File: config.mk
export PLATFORM = sky130hd
export DESIGN_NAME = mux_n_sync
export DESIGN_NICKNAME = d
export VERILOG_FILES = /design/src/rtl/mux_n_sync.sv
export SDC_FILE = /design/constraint.sdc
export NUM_CORES = 1
export LEC_CHECK = 0
export CORE_MARGIN = 4
export CORE_UTILIZATION = 66
export DETAILED_ROUTE_END_ITERATION = 6
export DONT_BUFFER_PORTS = 1
export PLACE_DENSITY = 0.8
export SLEW_MARGIN = 20
export SYNTH_ARGS = -nofsm -noshare
export SYNTH_HDL_FRONTEND = slang
export SYNTH_SLANG_ARGS = --single-unit
export TNS_END_PERCENT = 1
File: constraint.sdc
create_clock -name clk -period 2.4 [get_ports clk]
set_input_delay 0.48 -clock clk [delete_from_list [all_inputs] [get_ports clk]]
set_output_delay 0.48 -clock clk [all_outputs]
set_load 0.01 [all_outputs]
File: src/rtl/mux_n_sync.sv
// mux_n_sync: N-channel, m-bit registered selector for the DDS output path.
//
// Channel changes arrive over a valid/ready handshake and take effect only on
// a sync strobe (accumulator wrap / zero-cross), so the output never jumps
// mid-period. If no sync arrives within TIMEOUT cycles the switch is forced.
//
// Optional feature: define MUX_N_SYNC_BLANK_EN to insert BLANK_CYC zero-output
// cycles after every switch; done/timeout then pulse at the end of the blank.
//
// Ports:
//   clk        in   clock, rising edge
//   rst        in   synchronous active-high reset
//   in_bus     in   N*m   channel k at bits [k*m+m-1 : k*m]
//   sel_req    in   SELW  requested channel
//   req_valid  in   1     request strobe
//   req_ready  out  1     high while idle (request can be accepted)
//   sync       in   1     switch-permitted strobe
//   out        out  m     registered selected data
//   cur_sel    out  SELW  channel currently driving out
//   done       out  1     pulse when a switch (or same-channel request) completes
//   timeout    out  1     pulse with done when the switch was forced
//   err        out  1     pulse when a request names a channel >= N
//
// Parameter constraints: 2 <= N <= 16, 2**SELW >= N, TIMEOUT >= 1,
// BLANK_CYC >= 1 when blanking is compiled in.

module mux_n_sync #(
  parameter int unsigned m         = 12,
  parameter int unsigned N         = 4,
  parameter int unsigned SELW      = 2,
  parameter int unsigned TIMEOUT   = 255,
  parameter int unsigned BLANK_CYC = 2
) (
  input  logic              clk,
  input  logic              rst,
  input  logic [N*m-1:0]    in_bus,
  input  logic [SELW-1:0]   sel_req,
  input  logic              req_valid,
  output logic              req_ready,
  input  logic              sync,
  output logic [m-1:0]      out,
  output logic [SELW-1:0]   cur_sel,
  output logic              done,
  output logic              timeout,
  output logic              err
);

  // One counter serves both the sync timeout and the blanking interval.
  localparam int unsigned CntMax = (TIMEOUT > BLANK_CYC) ? TIMEOUT : BLANK_CYC;
  localparam int unsigned CntW   = (CntMax > 1) ? $clog2(CntMax) : 1;
  localparam logic [SELW:0] NumCh = (SELW + 1)'(N);

  typedef enum logic [1:0] {
    StIdle  = 2'd0,
    StWait  = 2'd1
`ifdef MUX_N_SYNC_BLANK_EN
    ,
    StBlank = 2'd2
`endif
  } state_e;

  state_e            state_q, state_d;
  logic [CntW-1:0]   cnt_q, cnt_d;
  logic [SELW-1:0]   pending_q, pending_d;
  logic [SELW-1:0]   cur_sel_q, cur_sel_d;
  logic [m-1:0]      out_q, out_d;
  logic              done_q, done_d;
  logic              timeout_q, timeout_d;
  logic              err_q, err_d;
`ifdef MUX_N_SYNC_BLANK_EN
  // Remembers a forced switch until done is reported at the end of the blank.
  logic              forced_q, forced_d;
`endif

  // State register
  always_ff @(posedge clk) begin
    if (rst) begin
      state_q   <= StIdle;
      cnt_q     <= '0;
      pending_q <= '0;
      cur_sel_q <= '0;
      out_q     <= '0;
      done_q    <= 1'b0;
      timeout_q <= 1'b0;
      err_q     <= 1'b0;
`ifdef MUX_N_SYNC_BLANK_EN
      forced_q  <= 1'b0;
`endif
    end else begin
      state_q   <= state_d;
      cnt_q     <= cnt_d;
      pending_q <= pending_d;
      cur_sel_q <= cur_sel_d;
      out_q     <= out_d;
      done_q    <= done_d;
      timeout_q <= timeout_d;
      err_q     <= err_d;
`ifdef MUX_N_SYNC_BLANK_EN
      forced_q  <= forced_d;
`endif
    end
  end

  // Next-state logic
  always_comb begin
    state_d   = state_q;
    cnt_d     = cnt_q;
    pending_d = pending_q;
    cur_sel_d = cur_sel_q;
    done_d    = 1'b0;
    timeout_d = 1'b0;
    err_d     = 1'b0;
`ifdef MUX_N_SYNC_BLANK_EN
    forced_d  = forced_q;
`endif
    case (state_q)
      StIdle: begin
        if (req_valid) begin
          if ({1'b0, sel_req} >= NumCh) begin
            err_d = 1'b1;
          end else if (sel_req == cur_sel_q) begin
            done_d = 1'b1;
          end else begin
            pending_d = sel_req;
            cnt_d     = '0;
            state_d   = StWait;
          end
        end
      end
      StWait: begin
        // A sync on the timeout edge wins, so timeout is only flagged without sync.
        if (sync || (cnt_q == CntW'(TIMEOUT - 1))) begin
          cur_sel_d = pending_q;
          cnt_d     = '0;
`ifdef MUX_N_SYNC_BLANK_EN
          forced_d  = !sync;
          state_d   = StBlank;
`else
          done_d    = 1'b1;
          timeout_d = !sync;
          state_d   = StIdle;
`endif
        end else begin
          cnt_d = cnt_q + CntW'(1);
        end
      end
`ifdef MUX_N_SYNC_BLANK_EN
      StBlank: begin
        if (cnt_q == CntW'(BLANK_CYC - 1)) begin
          cnt_d     = '0;
          done_d    = 1'b1;
          timeout_d = forced_q;
          forced_d  = 1'b0;
          state_d   = StIdle;
        end else begin
          cnt_d = cnt_q + CntW'(1);
        end
      end
`endif
      default: state_d = StIdle;
    endcase
  end

  // Output decode
  always_comb begin
    req_ready = (state_q == StIdle);
    out_d     = in_bus[int'(cur_sel_q) * m +: m];
`ifdef MUX_N_SYNC_BLANK_EN
    if (state_q == StBlank) begin
      out_d = '0;
    end
`endif
  end

  assign out     = out_q;
  assign cur_sel = cur_sel_q;
  assign done    = done_q;
  assign timeout = timeout_q;
  assign err     = err_q;

endmodule

==> results.json, run 1 <==
{
  "status": "finished clean",
  "syn_to_final_growth_pct": 2.59,
  "worst-path-buf-inv": 1,
  "ys_seq_area_share_pct": 38.6,
  "comb_power_share_pct": 9.1,
  "p_sw_share_pct": 22.9,
  "htreeDepth": 1,
  "synth_warnings": 0,
  "overflow": 0,
  "first_global_vias": 981,
  "final_common_cell": "dfxtp_1",
  "min_path_type": "input pin to flop",
  "worst-r2r-cell-count": 3,
  "grt_max_degree": 26,
  "max-slew-margin-rel_pct": 65.7,
  "io_pins": 72,
  "crit_fanout": 8,
  "syn-instance-count": 120,
  "finalMaxSlewViolations": 0,
  "required_ps": 1920,
  "power_uw": 745,
  "dp_slack_ps": 693,
  "endpoint_kind": "output port",
  "min_period_over_period_pct": 73.6,
  "clkPwrFrac_pct": 25.6,
  "ir_drop_mv": 0.370,
  "firstDrtPassIters": 4,
  "clockRootBuffer": "clkbuf_4",
  "setup_violations": 0,
  "path_clk_slew_ps": 140,
  "num_rows": 16,
  "r2r_setup_slack_ps": 690,
  "insertion_delay_ps": 320,
  "hold_viol_final": 0,
  "grt_pass1_wl_mm": 4.74,
  "grt_antenna_before_repair": 0,
  "intPower_uw": 574,
  "antenna_cells": 0,
  "cts_tree": "built",
  "syn_area_per_cell_um2": 11.7,
  "fin_ws_ps": 634,
  "worstReg2RegEnd": "out[2]$_SDFF_PP0_",
  "fmaxAchievable_mhz": 566,
  "viasPerCell": 6.52,
  "synth.area.top_cells": "dfxtp_1 (39%), mux4_2 (19%), nor2b_1 (5.4%)",
  "drtIter0Drc": 19,
  "hold_path.startpoint": "rst",
  "die_y_um": 54.0,
  "globalplace.congestion": 0.785,
  "initial_core_util_pct": 70.6,
  "vias": 958,
  "synth_top_cell_by_area": "dfxtp_1",
  "drive_gt1_share_pct": 21.7,
  "fin_hold_ws_ps": 209,
  "layout.nets": 177,
  "cp_top_family": "flip-flops",
  "rsz0062_at_grt": "false",
  "cap_violations": 0,
  "cp.arrival_ps": 1290,
  "port_buffers": 0,
  "cts_buffers": 3,
  "syn-cell-area_um2": 1400,
  "drc": 0,
  "ant_nets": 0,
  "grtUsageTotal_pct": 22.8,
  "fin_area_um2": 1440,
  "tns_ps": 0,
  "ys_ff_latch": 27,
  "seq_power_share_pct": 65.3,
  "netlist.area_leader.share_pct": 38.6,
  "post_cts_buffers": 0,
  "design.die.area_um2": 2920,
  "min_period_ps": 1770,
  "ys_types": 39,
  "totalWireLength_mm": 3.07,
  "critical_path.max_stage_delay_ps": 670,
  "hold_buffers": 0,
  "syn_nets": 176,
  "min_delay_path_depth": 1,
  "cp_cell_sequence": "buf_4",
  "drt-wirelength-per-cell_um": 20.9,
  "p_leak_nw": 0.529,
  "finalClockSkew_ps": 2.90,
  "powerDensity_nw_per_um2": 519,
  "dpl_cell_area_um2": 1410,
  "coreArea_um2": 1980,
  "worst_path_max_delay_cell": "dfxtp_1",
  "worst_pin_slew_ps": 513,
  "start_kind": "flop",
  "r2r_start": "cur_sel[0]$_SDFFE_PP0P_",
  "cts_resized": 0,
  "die_w_um": 54.0,
  "post-dp-hpwl_mm": 2.51,
  "layout_common_cells": "dfxtp_1 (27), mux4_2 (12), nor2b_1 (12), nand2b_1 (5)",
  "crit_type": "flop to output port",
  "p_sw_uw": 171,
  "holdPathEnd": "done$_SDFF_PP0_",
  "clock-sinks": 27,
  "clk_path_buf_depth": 2
}
-- cell families after synthesis --
logic type,after synthesis,synth area share (%)
other,1,0.268
AO/OA/AOI/OAI,19,10.2
XOR/XNOR,4,3.58
multiplexers,16,22.2
buffers and inverters,8,3.31
flip-flops,27,38.6
adder cells (fa/ha/maj),2,1.79
AND/OR/NAND/NOR,43,20.0
-- metal layers --
| metal | global-route usage [%] | wire length, um |
|---|---|---|
| met1 | 28.4 | 1120 |
| met4 | 4.98 | 11 |
| met2 | 38.7 | 1630 |
| met3 | 6.93 | 300 |
| met5 | 0 | 0 |
-- power groups by stage --
stage | sequential (mW) | combinational (mW) | clock, mW
after detailed placement | 0.496 | 0.0684 | 0
after global placement | 0.495 | 0.0650 | 0
after floorplan | 0.492 | 0.0659 | 0
final | 0.486 | 0.0677 | 0.191
after CTS | 0.487 | 0.0685 | 0.199
after global routing | 0.489 | 0.0750 | 0.218
-- metrics by stage --
stage               utilization [%]  instances
floorplan                         -        120
global placement               71.1        143
detailed placement             71.1        143
CTS                            72.4        147
global route                   72.4        147
finish                         72.4        147
-- cells in the mapped netlist, drive strengths merged --
master / number
a2111oi: 1
a211o: 2
a211oi: 1
a21o: 2
a21oi: 2
a31oi: 1
and2: 2
and3: 1
and4b: 3
buf: 4
clkbuf: 2
conb: 1
dfxtp: 27
ha: 2
inv: 2
mux2i: 4
mux4: 12
nand2: 3
nand2b: 5
nand3: 2
nand4: 3
nor2: 5
nor2b: 12
nor3: 4
nor3b: 2
o211ai: 1
o21a: 2
o21ai: 4
o21ba: 1
o2bb2ai: 2
or3: 1
xor2: 4
-- final cells by class --
cell class | instances | area (um2)
well taps | 27 | 33.8
repair buffers | 2 | 15.0
flip-flops and latches | 27 | 541
inverters | 2 | 7.51
clock buffers | 4 | 26.3
multi-input cells | 85 | 812
fillers | 142 | 547
-- worst max path at each step --
stage                                        from                  to  slack, ps  cells after the start
after floorplan           cur_sel[0]$_SDFFE_PP0P_  out[10]$_SDFF_PP0_        960                      4
after global placement    cur_sel[0]$_SDFFE_PP0P_   out[4]$_SDFF_PP0_        740                      3
after detailed placement  cur_sel[0]$_SDFFE_PP0P_   out[2]$_SDFF_PP0_        690                      3
after CTS                 cur_sel[0]$_SDFFE_PP0P_          cur_sel[0]        620                      1
after global routing      cur_sel[0]$_SDFFE_PP0P_          cur_sel[0]        500                      1
final                     cur_sel[0]$_SDFFE_PP0P_          cur_sel[0]        630                      1
-- flip-flops by register name, indices dropped and copies added, names as in the netlist --
name / flops
done: 1
pending_q: 2
timeout: 1
state_q: 1
out: 12
cnt_q: 8
cur_sel: 2
(Power assumes the default switching activity.)
==> run 2, diff against run 1 <==
--- a/config.mk
+++ b/config.mk
@@ -6,10 +6,10 @@
 export NUM_CORES = 1
 export LEC_CHECK = 0
 export CORE_MARGIN = 4
-export CORE_UTILIZATION = 66
+export CORE_UTILIZATION = 55
 export DETAILED_ROUTE_END_ITERATION = 6
 export DONT_BUFFER_PORTS = 1
-export PLACE_DENSITY = 0.8
+export PLACE_DENSITY = 0.71
 export SLEW_MARGIN = 20
 export SYNTH_ARGS = -nofsm -noshare
 export SYNTH_HDL_FRONTEND = slang
==> constraint.sdc (replaced) <==
create_clock -name clk -period 1.6 [get_ports clk]
set_input_delay 0.32 -clock clk [delete_from_list [all_inputs] [get_ports clk]]
set_output_delay 0.32 -clock clk [all_outputs]
set_load 0.01 [all_outputs]
==> results.json, run 2 (same netlist as run 1, synthesis figures left out) <==
{
  "drc": 0,
  "hold_buffers": 0,
  "num_rows": 18,
  "startpoint": "cnt_q[0]$_SDFFE_PP0P_",
  "p_sw_share_pct": 23.5,
  "crit_type": "flop to flop",
  "dpl_cell_area_um2": 1440,
  "p_leak_nw": 0.545,
  "vias": 938,
  "first_global_vias": 945,
  "viasPerCell": 6.13,
  "min_period_over_period_pct": 93.0,
  "drtIter0Drc": 11,
  "dp_slack_ps": 133,
  "utilization_pct": 59.7,
  "overflow": 0,
  "finalMaxSlewViolations": 0,
  "post-dp-hpwl_mm": 2.16,
  "comb_power_share_pct": 9.3,
  "cp_cell_sequence": "inv_1 > ha_1 > nand3_1 > nor2_2 > and4b_1 > a211o_1",
  "clock-sinks": 27,
  "worst-path-buf-inv": 1,
  "cp.arrival_ps": 1710,
  "ir_drop_mv": 0.627,
  "grt_max_degree": 26,
  "insertion_delay_ps": 320,
  "fmaxAchievable_mhz": 672,
  "min_period_ps": 1490,
  "path_clk_slew_ps": 150,
  "min_delay_path_depth": 1,
  "r2r_start": "cnt_q[0]$_SDFFE_PP0P_",
  "holdPathEnd": "out[8]$_SDFF_PP0_",
  "layout_common_cells": "dfxtp_1 (27), mux4_2 (12), nor2b_1 (12), nand2b_1 (5), buf_4 (5)",
  "rsz0062_at_grt": "false",
  "finalClockSkew_ps": 4.84,
  "antenna_cells": 0,
  "firstDrtPassIters": 5,
  "clockRootBuffer": "clkbuf_4",
  "cts_buffers": 3,
  "seq_power_share_pct": 64.7,
  "syn_to_final_growth_pct": 4.83,
  "min_path_type": "input pin to flop",
  "cp_top_family": "simple AND/OR/NAND/NOR gates",
  "ant_nets": 0,
  "endpoint_kind": "flop",
  "die_w_um": 58.4,
  "htreeDepth": 1,
  "port_buffers": 0,
  "largest_reg_flops": 12,
  "post_cts_buffers": 0,
  "worst-r2r-cell-count": 6,
  "hold_path.startpoint": "rst",
  "status": "finished clean",
  "intPower_uw": 861,
  "drive_gt1_share_pct": 24.4,
  "initial_core_util_pct": 57.0,
  "powerDensity_nw_per_um2": 767,
  "r2r_setup_slack_ps": 110,
  "worstReg2RegEnd": "cnt_q[7]$_SDFFE_PP0P_",
  "clk_path_buf_depth": 2,
  "worst_path_max_delay_cell": "dfxtp_1",
  "setup_violations": 0,
  "final_common_cell": "dfxtp_1",
  "cap_violations": 0,
  "design.die.area_um2": 3410,
  "required_ps": 1820,
  "grtUsageTotal_pct": 16.0,
  "tns_ps": 0,
  "drt-wirelength-per-cell_um": 17.5,
  "die_y_um": 58.4,
  "p_sw_uw": 265,
  "fin_area_um2": 1470,
  "globalplace.congestion": 0.745,
  "totalWireLength_mm": 2.67,
  "start_kind": "flop",
  "grt_antenna_before_repair": 0,
  "fin_ws_ps": 112,
  "clkPwrFrac_pct": 26.0,
  "layout.nets": 180,
  "coreArea_um2": 2450,
  "critical_path.max_stage_delay_ps": 370,
  "grt_pass1_wl_mm": 4.30,
  "io_pins": 72,
  "cts_tree": "built",
  "crit_fanout": 5,
  "hold_viol_final": 0
}
-- run 2: layout make-up --
type,count,area (um2)
fillers,193,988
multi-input cells,85,813
flip-flops and latches,27,541
repair buffers,5,37.5
well taps,30,37.5
clock buffers,3,22.5
clock inverters,1,7.51
inverters,2,7.51
-- run 2: routing by layer --
| metal | up-vias | routed length, um | global-route usage (%) |
|---|---|---|---|
| met5 | - | 0 | 0 |
| met4 | 0 | 0 | 1.99 |
| met3 | 0 | 269 | 5.70 |
| met2 | 45 | 1360 | 26.2 |
| met1 | 440 | 1040 | 20.9 |
| li1 | 453 | - | - |
-- run 2: through the flow --
step / hold slack, ps / total power [mW] / std cells
floorplan: 399 / 0.837 / 120
global placement: 394 / 0.844 / 149
detailed placement: 397 / 0.847 / 149
CTS: 33.4 / 1.14 / 153
global route: 7.17 / 1.18 / 153
finish: 47.7 / 1.13 / 153
-- run 2: worst max path at each step --
stage | to | slack, ps | cells after the start
after global routing | cnt_q[5]$_SDFFE_PP0P_ | 8 | 4
after CTS | cnt_q[4]$_SDFFE_PP0P_ | 100 | 6
after global placement | cnt_q[4]$_SDFFE_PP0P_ | 190 | 6
final | cnt_q[7]$_SDFFE_PP0P_ | 110 | 6
after floorplan | out[10]$_SDFF_PP0_ | 160 | 4
after detailed placement | cnt_q[4]$_SDFFE_PP0P_ | 130 | 6
-- run 2: repair_timing --
| item | in CTS | in global routing |
|---|---|---|
| endpoints found under the setup margin | 0 | 1 |
| resized for setup | 0 | 1 |
| endpoints found under the hold margin | 0 | 0 |
-- run 2: power groups by stage --
stage	Clock [mW]	Sequential [mW]	Combinational [mW]
2_1_floorplan	0	0.738	0.0989
5_1_grt	0.337	0.731	0.116
3_5_place_dp	0	0.743	0.105
4_1_cts	0.306	0.728	0.105
3_3_place_gp	0	0.742	0.102
6_report	0.293	0.728	0.104
==> run 3, diff against run 2 <==
--- a/config.mk
+++ b/config.mk
@@ -10,6 +10,7 @@
 export DETAILED_ROUTE_END_ITERATION = 6
 export DONT_BUFFER_PORTS = 1
 export PLACE_DENSITY = 0.71
+export SETUP_SLACK_MARGIN = 0.1
 export SLEW_MARGIN = 20
 export SYNTH_ARGS = -nofsm -noshare
 export SYNTH_HDL_FRONTEND = slang
==> results.json, run 3 (same netlist as run 1, synthesis figures left out) <==
{
  "fin_ws_ps": 114,
  "hold_buffers": 0,
  "viasPerCell": 6.25,
  "vias": 957,
  "seq_power_share_pct": 64.4,
  "cts_resized": 0,
  "htreeDepth": 1,
  "cts_tree": "built",
  "grt_pass1_wl_mm": 4.30,
  "die_y_um": 58.4,
  "grt_max_degree": 26,
  "worst-r2r-cell-count": 6,
  "cp.arrival_ps": 1710,
  "die_w_um": 58.4,
  "clkPwrFrac_pct": 25.9,
  "clk_path_buf_depth": 2,
  "min_period_over_period_pct": 92.8,
  "p_sw_share_pct": 23.6,
  "powerDensity_nw_per_um2": 759,
  "status": "finished clean",
  "num_rows": 18,
  "totalWireLength_mm": 2.75,
  "ant_nets": 0,
  "post_cts_buffers": 0,
  "final_common_cell": "dfxtp_1",
  "dpl_cell_area_um2": 1440,
  "grtUsageTotal_pct": 16.0,
  "start_kind": "flop",
  "drtIter0Drc": 19,
  "path_clk_slew_ps": 140,
  "cap_violations": 0,
  "endpoint_kind": "flop",
  "p_sw_uw": 266,
  "drt-wirelength-per-cell_um": 18.0,
  "p_leak_nw": 0.551,
  "layout.nets": 180,
  "cts_buffers": 3,
  "first_global_vias": 945,
  "layout_common_cells": "dfxtp_1 (27), mux4_2 (12), nor2b_1 (12), nand2b_1 (5), buf_4 (5)",
  "largest_reg_flops": 12,
  "fin_area_um2": 1490,
  "ir_drop_mv": 0.629,
  "finalMaxSlewViolations": 0,
  "startpoint": "cnt_q[0]$_SDFFE_PP0P_",
  "crit_type": "flop to flop",
  "clock-sinks": 27,
  "dp_slack_ps": 133,
  "syn_to_final_growth_pct": 6.35,
  "rsz0062_at_grt": "true",
  "comb_power_share_pct": 9.6,
  "crit_fanout": 5,
  "clockRootBuffer": "clkbuf_4",
  "coreArea_um2": 2450,
  "setup_violations": 0,
  "initial_core_util_pct": 57.0,
  "grt_antenna_before_repair": 0,
  "fmaxAchievable_mhz": 673,
  "firstDrtPassIters": 4,
  "min_path_type": "input pin to flop",
  "overflow": 0,
  "post-dp-hpwl_mm": 2.16,
  "r2r_setup_slack_ps": 110,
  "tns_ps": 0,
  "design.die.area_um2": 3410,
  "globalplace.congestion": 0.745,
  "insertion_delay_ps": 320,
  "hold_viol_final": 0,
  "io_pins": 72,
  "drc": 0,
  "port_buffers": 0,
  "nFillCells": 191,
  "fin_hold_ws_ps": 50.0,
  "min_period_ps": 1490,
  "r2r_start": "cnt_q[0]$_SDFFE_PP0P_",
  "drive_gt1_share_pct": 26.0,
  "antenna_cells": 0,
  "critPathCapture": "cnt_q[7]$_SDFFE_PP0P_",
  "required_ps": 1820,
  "finalClockSkew_ps": 3.81,
  "worstReg2RegEnd": "cnt_q[7]$_SDFFE_PP0P_",
  "intPower_uw": 863
}
==> run 3: per-stage QoR <==
stage / power (mW) / util (%) / cells
finish: 1.13 / 60.6 / 153
detailed placement: 0.847 / 58.5 / 149
global placement: 0.844 / 58.5 / 149
CTS: 1.14 / 59.7 / 153
floorplan: 0.837 / - / 120
global route: 1.19 / 60.6 / 153
==> run 3: power groups by stage <==
stage          clock [mW]  sequential, mW  combinational, mW
3_3_place_gp            0           0.742              0.102
3_5_place_dp            0           0.743              0.105
5_1_grt             0.337           0.732              0.120
2_1_floorplan           0           0.738             0.0989
6_report            0.293           0.728              0.109
4_1_cts             0.306           0.728              0.105
==> run 3: worst min path at each step <==
| stage | slack (ps) | from | cells past startpoint | end |
|---|---|---|---|---|
| after floorplan | 400 | sync | 1 | timeout$_SDFF_PP0_ |
| after global placement | 390 | rst | 1 | done$_SDFF_PP0_ |
| after detailed placement | 400 | rst | 1 | out[8]$_SDFF_PP0_ |
| after CTS | 30 | rst | 1 | out[8]$_SDFF_PP0_ |
| after global routing | 7 | rst | 1 | out[7]$_SDFF_PP0_ |
| final | 50 | rst | 1 | pending_q[1]$_SDFFE_PP0P_ |
==> run 3: routing by layer <==
layer	GRT usage [%]	wire, um	vias to the layer above
met5	0	0	-
met4	1.99	17	0
met3	5.70	288	2
met2	26.2	1370	60
met1	20.9	1080	445
li1	-	-	450
==> run 3: final cells by class <==
cell class,instances,area [um2],share of cell area (%)
Multi-Input combinational cell,85,835,56.1
Sequential cell,27,541,36.3
Timing Repair Buffer,5,37.5,2.52
Tap cell,30,37.5,2.52
Clock buffer,3,22.5,1.51
Clock inverter,1,7.51,0.505
Inverter,2,7.51,0.505
==> run 3: critical path, stage by stage (launching register included) <==
cell and delay [ps]:
dfxtp_1 370, inv_1 60, ha_1 160, nand3_1 160, nor2_4 180, and4b_1 210, a211o_1 260
